**src/rtl/seq_shift_unit.sv**
```systemverilog
// Multi-cycle shift engine: captures operand and count, shifts one bit per clock, pulses done.
// Optional rotate modes (ROL/ROR) are compiled in when SEQ_SHIFT_ROTATE_EN is defined.
module seq_shift_unit #(
  parameter int WIDTH = 32,
  parameter int AMT_W = 5
) (
  input  logic             clk,
  input  logic             reset,
  input  logic             start,
  input  logic [2:0]       mode,
  input  logic [WIDTH-1:0] din,
  input  logic [AMT_W-1:0] amt,
  input  logic             shiftin,
  output logic             busy,
  output logic             done,
  output logic [WIDTH-1:0] dout,
  output logic             carry_out
);

  typedef enum logic [1:0] {IDLE, SHIFT, DONE} state_t;

  localparam logic [2:0] M_SLL = 3'b000;
  localparam logic [2:0] M_SRL = 3'b001;
  localparam logic [2:0] M_SRA = 3'b010;
`ifdef SEQ_SHIFT_ROTATE_EN
  localparam logic [2:0] M_ROL = 3'b100;
  localparam logic [2:0] M_ROR = 3'b101;
`endif

  state_t           state_q, state_d;
  logic [WIDTH-1:0] dout_q, dout_d;
  logic             carry_q, carry_d;
  logic [AMT_W-1:0] cnt_q, cnt_d;
  logic [2:0]       mode_q, mode_d;
  logic             fill_q, fill_d;
  logic             start_is_shift;

  // Every mode not listed here collapses to LOAD and finishes immediately.
  always_comb begin
    case (mode)
      M_SLL, M_SRL, M_SRA: start_is_shift = 1'b1;
`ifdef SEQ_SHIFT_ROTATE_EN
      M_ROL, M_ROR:        start_is_shift = 1'b1;
`endif
      default:             start_is_shift = 1'b0;
    endcase
  end

  always_comb begin
    state_d = state_q;
    dout_d  = dout_q;
    carry_d = carry_q;
    cnt_d   = cnt_q;
    mode_d  = mode_q;
    fill_d  = fill_q;
    case (state_q)
      IDLE, DONE: begin
        if (state_q == DONE) state_d = IDLE;
        if (start) begin
          dout_d  = din;
          cnt_d   = amt;
          mode_d  = mode;
          fill_d  = shiftin;
          carry_d = 1'b0;
          state_d = (start_is_shift && (amt != '0)) ? SHIFT : DONE;
        end
      end
      SHIFT: begin
        cnt_d = cnt_q - 1'b1;
        case (mode_q)
          M_SLL: begin
            dout_d  = {dout_q[WIDTH-2:0], fill_q};
            carry_d = dout_q[WIDTH-1];
          end
          M_SRL: begin
            dout_d  = {fill_q, dout_q[WIDTH-1:1]};
            carry_d = dout_q[0];
          end
          M_SRA: begin
            dout_d  = {dout_q[WIDTH-1], dout_q[WIDTH-1:1]};
            carry_d = dout_q[0];
          end
`ifdef SEQ_SHIFT_ROTATE_EN
          M_ROL: begin
            dout_d  = {dout_q[WIDTH-2:0], dout_q[WIDTH-1]};
            carry_d = dout_q[WIDTH-1];
          end
          M_ROR: begin
            dout_d  = {dout_q[0], dout_q[WIDTH-1:1]};
            carry_d = dout_q[0];
          end
`endif
          default: ;
        endcase
        if (cnt_q == AMT_W'(1)) state_d = DONE;
      end
      default: state_d = IDLE;
    endcase
  end

  always_ff @(posedge clk or posedge reset) begin
    if (reset) begin
      state_q <= IDLE;
      dout_q  <= '0;
      carry_q <= 1'b0;
      cnt_q   <= '0;
      mode_q  <= '0;
      fill_q  <= 1'b0;
    end else begin
      state_q <= state_d;
      dout_q  <= dout_d;
      carry_q <= carry_d;
      cnt_q   <= cnt_d;
      mode_q  <= mode_d;
      fill_q  <= fill_d;
    end
  end

  assign busy      = (state_q == SHIFT);
  assign done      = (state_q == DONE);
  assign dout      = dout_q;
  assign carry_out = carry_q;

endmodule

```
**config.mk**
```make
export PLATFORM = sky130hd
export DESIGN_NAME = seq_shift_unit
export DESIGN_NICKNAME = d
export VERILOG_FILES = /design/src/rtl/seq_shift_unit.sv
export SDC_FILE = /design/constraint.sdc
export NUM_CORES = 1
export LEC_CHECK = 0
export ABC_AREA = 0
export BUFFER_PORTS_ARGS = -buffer_cell sky130_fd_sc_hd__buf_2
export CORE_UTILIZATION = 52
export CTS_BUF_LIST = sky130_fd_sc_hd__clkbuf_8
export DETAILED_ROUTE_END_ITERATION = 10
export PLACE_DENSITY = 0.82
export SKIP_CTS_REPAIR_TIMING = 1
export SYNTH_ARGS = -nofsm -noshare
export SYNTH_HDL_FRONTEND = slang
export SYNTH_SLANG_ARGS = --single-unit
```
**constraint.sdc**
```tcl
create_clock -name clk -period 1.7 [get_ports clk]
set_input_delay 0.34 -clock clk [delete_from_list [all_inputs] [get_ports clk]]
set_output_delay 0.34 -clock clk [all_outputs]
set_load 0.05 [all_outputs]
```
==> impl_table.tex <==
\begin{tabular}{lr}
\hline
Metric & Value \\
\hline
\multicolumn{2}{l}{\textbf{Logic synthesis}} \\
Largest family of logic cells by synthesized area & simple AND/OR/NAND/NOR gates \\
Post-synthesis async set-or-reset flop share & 100\% \\
Most used DFF post-synth & sky130\_fd\_sc\_hd\_\_dfrtp\_1 \\
Post-synthesis share of cell area spent on and, or, nand and nor gates & 22.0\% \\
Post-synth EDFFs & 0 \\
Fraction of the mapped netlist area in compound gates & 21.8\% \\
Most common cell in the synthesized netlist & sky130\_fd\_sc\_hd\_\_nand2\_1 \\
\#FFs+latches synth & 44 \\
Cells taking the most area after synthesis & sky130\_fd\_sc\_hd\_\_dfrtp\_1 48\%, sky130\_fd\_sc\_hd\_\_nand2\_1 13\%, sky130\_fd\_sc\_hd\_\_a31oi\_1 8.4\% \\
Netlist area before placement & 0.00230 mm\^{}2 \\
Most area-hungry cell type in the Yosys netlist & sky130\_fd\_sc\_hd\_\_dfrtp\_1 \\
Post-Syn Nets & 331 \\
Synthesized-area fraction occupied by adder cells & 1.09\% \\
Mean instance size in the synthesized netlist & 8.07 um\^{}2 \\
Post-Synthesis Cells & 285 \\
Post-synthesis xor/xnor area fraction & 0.707\% \\
Commonest cells in the synthesized netlist & 79 x sky130\_fd\_sc\_hd\_\_nand2\_1, 44 x sky130\_fd\_sc\_hd\_\_dfrtp\_1, 37 x sky130\_fd\_sc\_hd\_\_o21ai\_0 \\
Proportion of synthesized area in mux cells & 0.435\% \\
Number of library cell types mapped by synthesis & 32 \\
Synthesis Warnings & 0 \\
Post-synthesis sequential area ratio & 47.9\% \\
Fraction of post-synthesis cell area in the top cell type by area & 47.9\% \\
\multicolumn{2}{l}{\textbf{STA}} \\
RSZ-0062 raised after global routing & no \\
Hold violation count in the final report & 0 \\
Headroom to the max-slew limit & 69.8\% \\
Setup TNS & 0 ns \\
Final clock period utilization by the worst path & 94.5\% \\
Achievable Freq & 0.622 GHz \\
Total of endpoints with negative setup slack in the final report & 0 \\
Max-slew violation count & 0 \\
Final critical-path required period & 1.61 ns \\
Slew of the pin with the lowest slew margin & 0.452 ns \\
Final worst clock skew & 0.00948 ns \\
\multicolumn{2}{l}{\textbf{Setup path}} \\
Crit-path leading delay family & flip-flops \\
Worst setup path endpoint & busy \\
Data arrival at the endpoint of the critical path & 1.27 ns \\
Worst-case reg-to-reg path depth & 5 \\
Longest individual stage delay on the worst path & 0.49 ns \\
Crit path buffers/inverters & 2 \\
Sort of element at the end of the critical path & primary output \\
Worst endpoint required time & 1.36 ns \\
Minimum setup slack among reg-to-reg paths & 0.26 ns \\
Cell breakdown of the critical path & nand2b\_4 > inv\_2 > buf\_4 \\
Slowest CP cell & sky130\_fd\_sc\_hd\_\_dfrtp\_1 \\
Crit path launch type & register \\
Critical register-to-register path endpoint & dout[29] \\
Classification of the worst setup path & reg -> out \\
Critical R2R Launch & mode\_q[1] \\
Crit path from & state\_q[0] \\
Largest driver fanout on the critical path & 9 \\
Total stage count of the critical path & 3 \\
\multicolumn{2}{l}{\textbf{Place}} \\
Standard cell area after detailed placement & 0.00275 mm\^{}2 \\
Input/output buffers & 78 \\
Final weighted congestion in routability-driven placement & 0.904 \\
DPL Wire Length & 3.90 mm \\
\multicolumn{2}{l}{\textbf{Finish}} \\
Design Area, Final & 0.00284 mm\^{}2 \\
Filler Cells Inserted & 336 \\
Net count, final & 405 \\
Area of the multi-input gates & 0.00107 mm\^{}2 \\
Reg area & 0.00110 mm\^{}2 \\
\# diodes & 0 \\
Share of cells above drive strength 1 & 27.3\% \\
Synthesis-to-layout area growth & 23.6\% \\
\multicolumn{2}{l}{\textbf{Clock network}} \\
Clock transition at the register clock pins on the worst setup and hold paths after CTS & 0.08 ns \\
Clock latency reported for the late side of the worst-skew pair & 0.30 ns \\
CTS tree & built \\
Clock Sink Count & 44 \\
CTS root buffer & sky130\_fd\_sc\_hd\_\_clkbuf\_8 \\
Deepest level of the CTS H-tree & 2 \\
Max Root-Sink Buffers & 2 \\
TritonCTS buffer count & 5 \\
\multicolumn{2}{l}{\textbf{Routing}} \\
DRC violation count after routing & 0 \\
Remaining number of nets flagged by the antenna check after routing & 0 \\
Number of vias per cell & 5.60 \\
Aggregate routed wire length & 5.63 mm \\
Total iterations of the first detailed-routing run & 4 \\
Number of DRC markers after the initial detailed-route iteration & 207 \\
Via count & 2290 \\
DR WL/cell & 13.8 um \\
\multicolumn{2}{l}{\textbf{Die}} \\
Die area & 0.00469 mm\^{}2 \\
Chip width & 68.5 um \\
Core area & 0.00412 mm\^{}2 \\
Height of the die & 68.5 um \\
Starting density of the core & 55.9\% \\
Number of I/O pins & 79 \\
Row count & 23 \\
\multicolumn{2}{l}{\textbf{Run}} \\
Max cap viols & 0 \\
\multicolumn{2}{l}{\textbf{Global routing}} \\
Maximum number of pins on one net before global-route repair & 34 \\
Via count of the first global-routing pass & 2077 \\
Initial antenna violation count & 0 \\
Overflow after GRT & 0 \\
Overall global routing resource usage & 25.9\% \\
Global-route wire length before repair & 9.05 mm \\
\multicolumn{2}{l}{\textbf{Pwr}} \\
Pwr per Cell Area & 2440 mW/mm\^{}2 \\
Leakage power total & 1.29 nW \\
Maximum ir drop on the vdd rail & 1.24 mV \\
Power Total & 0.00694 W \\
\multicolumn{2}{l}{\textbf{Hold path}} \\
HP Class & in -> async \\
\multicolumn{2}{l}{\textbf{Outcome}} \\
Result of the run & complete, no violations \\
\hline
\end{tabular}
-- worst min-delay path by stage --
stage	startpoint	depth (start not counted)	to	slack, ns
after floorplan	shiftin	2	fill_q	0.45
after global placement	reset	2	cnt_q[0]	0.37
after detailed placement	reset	2	cnt_q[0]	0.37
after CTS	reset	2	dout[31]	0.05
after global routing	reset	2	mode_q[1]	0.06
final	reset	2	mode_q[1]	0.04
-- logic make-up (layout without fill, tap and decap cells) --
| logic type | after synthesis | in the layout |
|---|---|---|
| AO/OA/AOI/OAI | 85 | 85 |
| XOR/XNOR | 1 | 1 |
| adder cells (fa/ha/maj) | 2 | 2 |
| buffers and inverters | 25 | 99 |
| flip-flops | 44 | 44 |
| multiplexers | 1 | 1 |
| AND/OR/NAND/NOR | 127 | 127 |
-- metrics by stage --
| step | setup WS [ns] | std cells | utilization, % | hold slack (ns) |
|---|---|---|---|---|
| after CTS | -0.115 | 409 | 68.6 | 0.0523 |
| after floorplan | 0.242 | 285 | - | 0.445 |
| after global placement | 0.216 | 402 | 66.7 | 0.365 |
| after global routing | 0.0240 | 409 | 69.0 | 0.0637 |
| final | 0.0933 | 409 | 69.0 | 0.0442 |
| after detailed placement | 0.180 | 402 | 66.7 | 0.370 |
-- state kept, by name, indices dropped and copies added (netlist names) --
name / flops
state_q: 2
dout: 32
mode_q: 3
fill_q: 1
carry_out: 1
cnt_q: 5
-- cells in the final DEF (no fill, tap or decap), drive strengths merged --
cell	n
buf	86
nand2	79
dfrtp	44
o21ai	40
nor2	35
a31oi	31
inv	7
clkbuf	5
a21oi	4
nand3	3
nand2b	3
nor2b	2
o22ai	2
a311oi	2
nor3	2
ha	2
xor2	1
and3	1
a31o	1
or4	1
nor4b	1
mux2i	1
a221oi	1
a22o	1
a22oi	1
o221ai	1
a221o	1
clkinv	1
-- layer usage --
layer,share of wire [%],track usage (%),vias to the layer above
met4,1.0,8.85,0
met5,0,0,-
met2,47,41.8,79
met1,45,33.7,1075
met3,6.4,6.74,6
li1,-,-,1130
-- final cells by class --
cell class / instances / share of cell area [%]
flip-flops and latches: 44 / 38.7
multi-input cells: 216 / 37.8
repair buffers: 86 / 17.7
clock buffers: 5 / 2.42
well taps: 50 / 2.20
inverters: 6 / 0.793
clock inverters: 2 / 0.308
-- power by group --
group,internal [W],total (W),switching [W]
Sequential,0.00159,0.00216,0.000574
Clock,0.000274,0.000620,0.000346
Combinational,0.00124,0.00415,0.00291
No activity file was read; power rests on OpenSTA's default activity.
